$ cat src/rtl/alu_ctrl_seq_if.sv
// Request/result bundle between decode and the sequenced ALU control block.
// master = decode/consumer side, slave = alu_ctrl_seq.
interface alu_ctrl_seq_if #(
    parameter int OP_W = 3
);
    logic            flush;
    logic            in_valid;
    logic            in_ready;
    logic [1:0]      ALUOp;
    logic [10:0]     OpcodeField;
    logic            out_valid;
    logic            out_ready;
    logic [OP_W-1:0] operation;
    logic            busy;
    logic            mc_start;
    logic            illegal;

    modport master (
        output flush, in_valid, ALUOp, OpcodeField, out_ready,
        input  in_ready, out_valid, operation, busy, mc_start, illegal
    );

    modport slave (
        input  flush, in_valid, ALUOp, OpcodeField, out_ready,
        output in_ready, out_valid, operation, busy, mc_start, illegal
    );
endinterface

$ cat src/rtl/alu_ctrl_seq.sv
// Registered ALU control decoder with valid/ready handshake; MUL and SDIV are
// held for a parametrised number of cycles so the stall unit can see busy.
module alu_ctrl_seq #(
    parameter int OP_W    = 3,
    parameter int MUL_LAT = 4,
    parameter int DIV_EN  = 1,
    parameter int DIV_LAT = 16
) (
    input  logic           clk,
    input  logic           reset_n,
    alu_ctrl_seq_if.slave  bus
);
    localparam int MAX_LAT = (MUL_LAT > DIV_LAT) ? MUL_LAT : DIV_LAT;
    localparam int CNT_W   = $clog2(MAX_LAT) + 1;

    localparam logic [2:0] OP_PASSB = 3'b000;
    localparam logic [2:0] OP_ADD   = 3'b010;
    localparam logic [2:0] OP_SUB   = 3'b011;
    localparam logic [2:0] OP_MUL   = 3'b100;
    localparam logic [2:0] OP_DIV   = 3'b101;
    localparam logic [2:0] OP_LSL   = 3'b110;
    localparam logic [2:0] OP_LSR   = 3'b111;

    typedef enum logic [1:0] {IDLE, MULTI, DONE} state_e;

    state_e           state_q, state_d;
    logic [OP_W-1:0]  op_q, op_d;
    logic             ill_q, ill_d;
    logic [CNT_W-1:0] cnt_q, cnt_d;
    logic             mc_start_q, mc_start_d;

    logic [OP_W-1:0]  dec_op;
    logic             dec_ill;
    logic             dec_multi;
    logic [CNT_W-1:0] dec_cnt;
    logic             in_ready;
    logic             accept;

    // NOTE: every signal written in always_comb gets a default first; a path
    // that leaves one unassigned would infer a latch.
    always_comb begin
        dec_op    = OP_W'(OP_PASSB);
        dec_ill   = 1'b0;
        dec_multi = 1'b0;
        dec_cnt   = '0;
        if (bus.ALUOp == 2'b00) begin
            dec_op = OP_W'(OP_ADD);
        end else if (bus.ALUOp[0]) begin
            dec_op = OP_W'(OP_PASSB);
        end else begin
            casez (bus.OpcodeField)
                11'b10101011000, 11'b11111000010,
                11'b11111000000, 11'b1001000100?: dec_op = OP_W'(OP_ADD);
                11'b11101011000:                  dec_op = OP_W'(OP_SUB);
                11'b10001010000, 11'b01010100???: dec_op = OP_W'(OP_PASSB);
                11'b11010011011:                  dec_op = OP_W'(OP_LSL);
                11'b11010011010:                  dec_op = OP_W'(OP_LSR);
                11'b10011011000: begin
                    dec_op    = OP_W'(OP_MUL);
                    dec_multi = 1'b1;
                    dec_cnt   = CNT_W'(MUL_LAT - 1);
                end
                11'b10011010110: begin
                    if (DIV_EN != 0) begin
                        dec_op    = OP_W'(OP_DIV);
                        dec_multi = 1'b1;
                        dec_cnt   = CNT_W'(DIV_LAT - 1);
                    end else begin
                        dec_ill = 1'b1;
                    end
                end
                default: dec_ill = 1'b1;
            endcase
        end
    end

    always_comb begin
        state_d    = state_q;
        op_d       = op_q;
        ill_d      = ill_q;
        cnt_d      = cnt_q;
        mc_start_d = 1'b0;
        in_ready   = 1'b0;

        case (state_q)
            IDLE:  in_ready = 1'b1;
            MULTI: begin
                if (cnt_q == '0) state_d = DONE;
                else             cnt_d   = cnt_q - 1'b1;
            end
            DONE: begin
                in_ready = bus.out_ready;
                if (bus.out_ready && !bus.in_valid) state_d = IDLE;
            end
            default: state_d = IDLE;
        endcase

        if (bus.flush) in_ready = 1'b0;
        accept = in_ready && bus.in_valid;

        // Acceptance in DONE overrides the return to IDLE: back-to-back issue.
        if (accept) begin
            op_d  = dec_op;
            ill_d = dec_ill;
            if (dec_multi) begin
                state_d    = MULTI;
                cnt_d      = dec_cnt;
                mc_start_d = 1'b1;
            end else begin
                state_d = DONE;
            end
        end

        if (bus.flush) begin
            state_d    = IDLE;
            cnt_d      = '0;
            mc_start_d = 1'b0;
        end
    end

    // NOTE: state registers use non-blocking assignments so every flop samples
    // the pre-edge value of its neighbours regardless of statement order.
    always_ff @(posedge clk or negedge reset_n) begin
        if (!reset_n) begin
            state_q    <= IDLE;
            op_q       <= '0;
            ill_q      <= 1'b0;
            cnt_q      <= '0;
            mc_start_q <= 1'b0;
        end else begin
            state_q    <= state_d;
            op_q       <= op_d;
            ill_q      <= ill_d;
            cnt_q      <= cnt_d;
            mc_start_q <= mc_start_d;
        end
    end

    assign bus.in_ready  = in_ready;
    assign bus.out_valid = (state_q == DONE);
    assign bus.busy      = (state_q == MULTI);
    assign bus.mc_start  = mc_start_q;
    assign bus.operation = op_q;
    assign bus.illegal   = ill_q;
endmodule

$ cat src/flat_wrapper.sv
// flat-port wrapper written by rule: the top's interface ports become plain ports
module alu_ctrl_seq_flat 
#(
    parameter int OP_W    = 3,
    parameter int MUL_LAT = 4,
    parameter int DIV_EN  = 1,
    parameter int DIV_LAT = 16
)
  (clk, reset_n, bus_flush, bus_in_valid, bus_ALUOp, bus_OpcodeField, bus_out_ready, bus_in_ready, bus_out_valid, bus_operation, bus_busy, bus_mc_start, bus_illegal);
  alu_ctrl_seq_if #(.OP_W(OP_W)) bus_i ();
  input  logic clk;
  input  logic reset_n;
  input wire logic [$bits(bus_i.flush)-1:0] bus_flush;
  input wire logic [$bits(bus_i.in_valid)-1:0] bus_in_valid;
  input wire logic [$bits(bus_i.ALUOp)-1:0] bus_ALUOp;
  input wire logic [$bits(bus_i.OpcodeField)-1:0] bus_OpcodeField;
  input wire logic [$bits(bus_i.out_ready)-1:0] bus_out_ready;
  output wire logic [$bits(bus_i.in_ready)-1:0] bus_in_ready;
  output wire logic [$bits(bus_i.out_valid)-1:0] bus_out_valid;
  output wire logic [$bits(bus_i.operation)-1:0] bus_operation;
  output wire logic [$bits(bus_i.busy)-1:0] bus_busy;
  output wire logic [$bits(bus_i.mc_start)-1:0] bus_mc_start;
  output wire logic [$bits(bus_i.illegal)-1:0] bus_illegal;
  assign bus_i.flush = bus_flush;
  assign bus_i.in_valid = bus_in_valid;
  assign bus_i.ALUOp = bus_ALUOp;
  assign bus_i.OpcodeField = bus_OpcodeField;
  assign bus_i.out_ready = bus_out_ready;
  assign bus_in_ready = bus_i.in_ready;
  assign bus_out_valid = bus_i.out_valid;
  assign bus_operation = bus_i.operation;
  assign bus_busy = bus_i.busy;
  assign bus_mc_start = bus_i.mc_start;
  assign bus_illegal = bus_i.illegal;
  alu_ctrl_seq #(.OP_W(OP_W), .MUL_LAT(MUL_LAT), .DIV_EN(DIV_EN), .DIV_LAT(DIV_LAT)) u_core (.clk(clk), .reset_n(reset_n), .bus(bus_i));
endmodule
$ cat config.mk
export PLATFORM = sky130hd
export DESIGN_NAME = alu_ctrl_seq_flat
export DESIGN_NICKNAME = d
export VERILOG_FILES = /design/src/rtl/alu_ctrl_seq_if.sv /design/src/rtl/alu_ctrl_seq.sv /design/src/flat_wrapper.sv
export SDC_FILE = /design/constraint.sdc
export NUM_CORES = 1
export LEC_CHECK = 0
export CAP_MARGIN = 20
export CORE_AREA = 8 8 54 56
export CTS_CLUSTER_SIZE = 30
export DETAILED_ROUTE_END_ITERATION = 10
export DIE_AREA = 0 0 62 64
export HOLD_SLACK_MARGIN = 0.03
export PLACE_DENSITY = 0.7
export REMOVE_ABC_BUFFERS = 1
export SLEW_MARGIN = 20
export SYNTH_ARGS = -nofsm -noshare
export SYNTH_HDL_FRONTEND = slang
export SYNTH_SLANG_ARGS = --single-unit
export TNS_END_PERCENT = 30
$ cat constraint.sdc
create_clock -name clk -period 5.4 [get_ports clk]
set_clock_uncertainty 0.15 [all_clocks]
set_input_delay 1.62 -clock clk [delete_from_list [all_inputs] [get_ports clk]]
set_output_delay 1.62 -clock clk [all_outputs]
set_load 0.02 [all_outputs]
-- Word-level counts from Yosys, hierarchy flattened
Index checks and enable logic that the tools add are counted.
- register bits after elaboration: 12
- input bits: 18
- output and inout port bits: 8
- $add $sub $neg: 1
- equal/unequal tests: 16
- muxes and demuxes: 28
- reductions and logical operators: 10
- operator list (cell ; count):
    $eq 11x11->1 const B ; 9
    $mux 5 ; 7
    $pmux 3 s6 ; 1
    $reduce_or 11->1 ; 1
    $eq 10x10->1 const B ; 1
    $mux 1 ; 10
    $mux 2 ; 5
    $eq 8x7->1 const B ; 1
    $ne 4x2->1 const B ; 2
    $pmux 4 s2 ; 1
    $mux 3 ; 2
    $pmux 2 s3 ; 1
    $logic_not 5->1 ; 1
    $sub 5x1->5 const B ; 1
    $logic_not 2->1 ; 2
    $reduce_or 4->1 ; 1
    $ne 3x2->1 const B ; 1
    $reduce_and 3->1 ; 1
    $eq 2x1->1 const B ; 1
    $eq 2x2->1 const B ; 1
    $logic_and 1x1->1 ; 2
    $pmux 1 s2 ; 1
    $reduce_or 2->1 ; 1
    $logic_not 1->1 ; 1

-- Logic depth before layout (Yosys ltp)
Gate-level depths: netlist of run 1.
- word-level depth: 8
- mapped depth: 7
- mapped depth without buffers: 7

-- Worst setup path after synthesis of run 1
Ideal clock, no wire load.
- path kind: input to output
- start: in bus_flush
- end: out bus_in_ready
- arrival: 2.341 ns
- required time: 3.630 ns
- slack: 1.289 ns
- cell stages on the path: 2
- path through: clkbuf_1 -> a211oi_1
- cells in the longest elaborated chain, start to end: 1
- ends and longest elaborated chain (element ; RTL line ; text):
    start: declaration ; flat_wrapper.sv:13 ; input wire logic [$bits(bus_i.flush)-1:0] bus_flush;
    $mux 1 ; alu_ctrl_seq.sv:98 ; if (bus.flush) in_ready = 1'b0;
    end: declaration ; flat_wrapper.sv:18 ; output wire logic [$bits(bus_i.in_ready)-1:0] bus_in_ready;
Every way passes these cells.

-- Worst setup path in the final report of run 1
Same ends and word-level chain as after synthesis.

==> results.toml, run 1 <==
[floorplan]
fp.dieH_um = 64
die_area_um2 = 3970
die_w_um = 62
start_util_pct = 41.5
io_pins = 26
rows = 17
core_area_um2 = 2110

[power_and_ir_drop]
pwr-share-clk_pct = 33.7
power_switching_uw = 52.2
p_sw_share_pct = 25.0
cellPowerDensity_nw_per_um2 = 176
power_frac_comb_pct = 21.5
internal_power_uw = 156
p_seq_share_pct = 44.8
p_leak_uw = 0.000466
peakVddDrop_mv = 0.136

[yosys]
yosysTopAreaCell = "dfrtp_1"
syn_area_per_cell_um2 = 8.56
synth-edff-count = 0
async_flop_share_pct = 100
netlist_top_cells_count = "12 x dfrtp_1, 10 x inv_1, 8 x nor2_1"
yosysWarnings = 0
yosysMostFrequentCell = "dfrtp_1"
ys.flop_type = "dfrtp_1"
synth.top_cell.area_share_pct = 34.4
synthCells = 102
synth-seq-area-share_pct = 34.4
netlist_area_um2 = 873
synth.ff_latch_count = 12
ys_types = 40
synth_area_leaders = "dfrtp_1 34%, inv_1 4.3%, nand2b_1 4.3%, a21oi_1 3.4%, nor2_1 3.4%"

[grt]
antenna_found_initial = 0
grt_usage_pct = 11.8
grt_pass1_vias = 870
grt_pass1_wl_um = 3650
grt_overflow_total = 0
grt_max_degree = 13

[sta]
holdWs_ns = 0.331
rsz0062_at_grt = "no"
drv_slew = 0
setup_viol = 0
fin_tns_setup_ns = 0
fin_crit_ns = 4.85
worst_pin_slew_ns = 0.548
fin_crit_sh_pct = 89.9
fmax_ghz = 0.206
hold_viol = 0
slew_headroom_pct = 63.4

[routing]
wl_um = 2130
drt_iter0_drc = 29
via_count = 872
via_per_inst = 5.55
first_pass_iters = 4
wl_per_cell_um = 13.6
antenna_left = 0
route.detailed.drc = 0

[clocking]
tritoncts = "built"
clk_latency_ns = 0.27
cts_buffer_depth = 2
hold_buffers = 0
cts_setup_buffers = 0
numCtsBuffers = 3
h-tree-depth = 1
clock_sinks = 12
cts_resized = 0
cts_root_buf = "clkbuf_4"
path_clk_slew_ns = 0.07

[status]
status = "finished, final reports clean"

[layout]
fin_nets = 149
syn2layout_area_growth_pct = 35.1
drive_gt1_share_pct = 7.75
antenna_cells = 0

[setup_path]
worstSetupStartpointType = "primary input"
crit_path_top_delay_cell = "clkdlybuf4s50_1"
cp_data_arrival_time_ns = 3.08
crit_chain = "clkdlybuf4s50_1 > a211oi_1 > clkdlybuf4s50_1"
crit_family = "buffers and inverters"
cp_max_fo = 9
crit_top_cell = "clkdlybuf4s50_1"
endpoint_kind = "primary output"
critPathBufInv = 2
slowest_delay_ns = 0.64
cp_data_required_time_ns = 3.63
worstSetupPathType = "in2out"

[hold_path]
hold_class = "reg2reg"

[placed_design]
port_buffers = 25
gp_congestion = 0.917
dp_hpwl_um = 1770

[job]
cap_violations = 0
[cells by family after synthesis]
family	count (synthesis)	share of synthesized area (%)
and+or+nand+nor	50	35.4
adders and majority gates	1	1.43
xor gates and xnor gates	1	1.00
buffers and inverters	12	6.02
DFF	12	34.4
muxes	1	1.15
AOI/OAI and AO/OA	25	20.6
[worst reg2reg max path, cell delays in order (launching register included)]
cell and delay, ns:
dfrtp_1 0.42, nand2b_1 0.10, nand3_1 0.21, or4_4 0.66, a22oi_2 0.17, nor2_1 0.06
[worst paths after layout]
kind                            slack [ns]  depth (start not counted)               startpoint                 endpoint
worst min-delay path                  0.33                          1  u_core.bus.operation[2]  u_core.bus.operation[2]
min in group asynchronous             1.55                          1                  reset_n        u_core.state_q[0]
worst min register to register        0.33                          1  u_core.bus.operation[2]  u_core.bus.operation[2]
worst max register to register        3.51                          5        u_core.state_q[1]        u_core.state_q[1]
worst max-delay path                  0.55                          3                bus_flush             bus_in_ready
max in group asynchronous             3.18                          1                  reset_n          u_core.cnt_q[3]
[layout make-up]
type,instances,area (um2)
well taps,28,35.0
fillers,190,926
multi-input cells,78,520
clock buffers,4,36.3
repair buffers,25,250
flip-flops and latches,12,300
inverters,10,37.5
[registers in the layout (all words and copies together), names as in the netlist]
signal	flops
u_core.cnt_q	5
u_core.bus.illegal	1
u_core.state_q	2
u_core.bus.mc_start	1
u_core.bus.operation	3
[metrics by stage]
stage	power, uW	setup WS, ns	util, %	instances	cell area [um2]
after detailed placement	140	0.542	54.3	153	1140
after global routing	220	0.488	56.0	157	1180
final	208	0.547	56.0	157	1180
after floorplan	112	1.39	-	100	858
after CTS	212	0.514	56.0	157	1180
after global placement	139	0.532	54.3	153	1140
[placed cells by master, fill, tap and decap left out, drive strengths merged, types with 2 or more instances in the layout]
cell	n
a211oi	3
a21oi	6
a41oi	2
and3	3
clkbuf	4
clkdlybuf4s50	25
dfrtp	12
inv	10
nand2	6
nand2b	6
nand3	2
nand3b	3
nor2	9
nor2b	3
nor3	3
nor4	4
nor4b	2
nor4bb	2
o21ai	5
or3b	2
[routing by layer]
layer	routed length [um]	part of all wire (%)	global-route usage, %
met5	0	0	0
met1	850	40	13.1
met4	41	1.9	8.55
met2	1060	50	19.0
met3	181	8.5	2.60
[power by group through the flow]
| stage | clock network [uW] | registers, uW | logic, uW |
|---|---|---|---|
| floorplan | 0 | 97.3 | 14.5 |
| detailed placement | 0 | 95.2 | 44.7 |
| global placement | 0 | 95.0 | 44.3 |
| CTS | 74.2 | 93.4 | 44.8 |
| finish | 70.2 | 93.4 | 44.7 |
| global route | 77.3 | 93.7 | 48.8 |
Note: power is estimated with default switching activity, not from simulation.
==> run 2, diff against run 1 <==
- CAP_MARGIN: 20 -> not set
- DONT_BUFFER_PORTS: not set -> 1
- PLACE_DENSITY: 0.7 -> 0.54
==> run 2 against run 1 <==
Net effect: non-clock buffer count decreased by 25; count of clock-buffer cells in the layout fell by 1; setup slack gained 0.81 ns; global-route usage is 0.34 points lower; critical endpoint unchanged; sequential cell count stayed put; total power is 21% lower; sequential share of layout area rose by 7.3 points; wire length is 2.6% lower; die area unchanged; cell count down 17%.
==> results.toml, run 2 (synthesis results as in run 1) <==
[floorplan]
io_pins = 26
core_area_um2 = 2110
rows = 17
fp.dieH_um = 64
start_util_pct = 41.5
die_area_um2 = 3970
die_w_um = 62

[routing]
via_per_inst = 5.92
wl_per_cell_um = 15.8
antenna_left = 0
wl_um = 2070
first_pass_iters = 4
via_count = 776
drt_iter0_drc = 31
route.detailed.drc = 0

[hold_path]
holdPathEnd = "u_core.cnt_q[4]"
min_path_cells = 2
hold_class = "reg2reg"
hp-start = "u_core.cnt_q[4]"

[setup_path]
worstSetupStartpointType = "primary input"
endpoint_kind = "primary output"
crit_family = "compound AO/OA/AOI/OAI gates"
worstSetupPathDepth = 2
reg2reg_slack_ns = 3.54
crit_chain = "inv_1 > a211oi_1"
cp_data_required_time_ns = 3.63
r2r-end = "u_core.state_q[1]"
cp_data_arrival_time_ns = 2.27
ff2ff_path_depth = 5
timing.rr.start = "u_core.state_q[1]"
critPathBufInv = 1
slowest_delay_ns = 0.62
cp_max_fo = 3
crit_path_top_delay_cell = "a211oi_1"
worstSetupPathType = "in2out"

[sta]
hold_viol = 0
fin_crit_sh_pct = 74.9
worst_pin_slew_ns = 0.704
fin_crit_ns = 4.04
setup_viol = 0
fin_tns_setup_ns = 0
rsz0062_at_grt = "no"
fmax_ghz = 0.247
slew_headroom_pct = 52.8
drv_slew = 0

[placed_design]
dpl.cell_count = 128
port_buffers = 0
gp_congestion = 0.723
dp_hpwl_um = 1660
postPlaceCellArea_um2 = 893

[clocking]
cts_root_buf = "clkbuf_4"
cts_resized = 0
h-tree-depth = 1
path_clk_slew_ns = 0.07
cts_buffer_depth = 2
hold_buffers = 0
numCtsBuffers = 3
cts_setup_buffers = 0
clock_sinks = 12
clk_latency_ns = 0.26
tritoncts = "built"

[grt]
grtUsageMet1_pct = 14.4
antenna_found_initial = 0
grt_pass1_vias = 812
grtUsageMet2_pct = 16.7
grt_overflow_total = 0
grt_pass1_wl_um = 3570
grt_usage_pct = 11.5
use_met3_pct = 3.40
grt_max_degree = 13
busiest_layer = "met2"

[layout]
final.fill_count = 216
final_area_um2 = 916
layout_common_cells = "12 x dfrtp_1, 10 x inv_1, 8 x nor2_1"
regMostFlops = "u_core.cnt_q"
stdcell_count = 131
largest_reg_flops = 5
drive_gt1_share_pct = 8.74
fin_nets = 124
syn2layout_area_growth_pct = 4.87
final_common_cell = "dfrtp_1"
antenna_cells = 0

[power_and_ir_drop]
peakVddDrop_mv = 0.0742
cellPowerDensity_nw_per_um2 = 181
p_total_uw = 165
p_leak_uw = 0.000364

[status]
status = "finished, final reports clean"

[job]
cap_violations = 0
run 2: through the flow:
stage | hold slack, ns | util [%] | worst slack [ns]
global placement | 0.381 | 42.4 | 1.35
finish | 0.390 | 43.5 | 1.36
detailed placement | 0.384 | 42.4 | 1.35
floorplan | 0.352 | - | 1.39
global route | 0.421 | 43.5 | 1.34
CTS | 0.393 | 43.5 | 1.35
run 2: report_power, final:
group          switching (uW)  leakage, uW  internal [uW]  total (uW)
sequential               4.06     0.000165           92.1        96.1
combinational            8.56     0.000185           8.12        16.7
clock                    26.9    0.0000138           25.7        52.7
run 2: layer usage:
metal	part of all wire (%)	wire length (um)
met5	0	0
met4	1.3	27
met3	13	266
met2	43	902
met1	42	877
run 2: layout make-up:
class | count | area, um2 | share of cell area [%]
Sequential cell | 12 | 300 | 32.8
Clock buffer | 3 | 22.5 | 2.46
Inverter | 10 | 37.5 | 4.10
Tap cell | 28 | 35.0 | 3.83
Multi-Input combinational cell | 78 | 520 | 56.8
run 2: worst max path at each step:
| stage | from | to |
|---|---|---|
| CTS | bus_out_ready | bus_in_ready |
| detailed placement | bus_out_ready | bus_in_ready |
| global route | bus_out_ready | bus_in_ready |
| finish | bus_out_ready | bus_in_ready |
| global placement | bus_out_ready | bus_in_ready |
| floorplan | bus_out_ready | bus_in_ready |
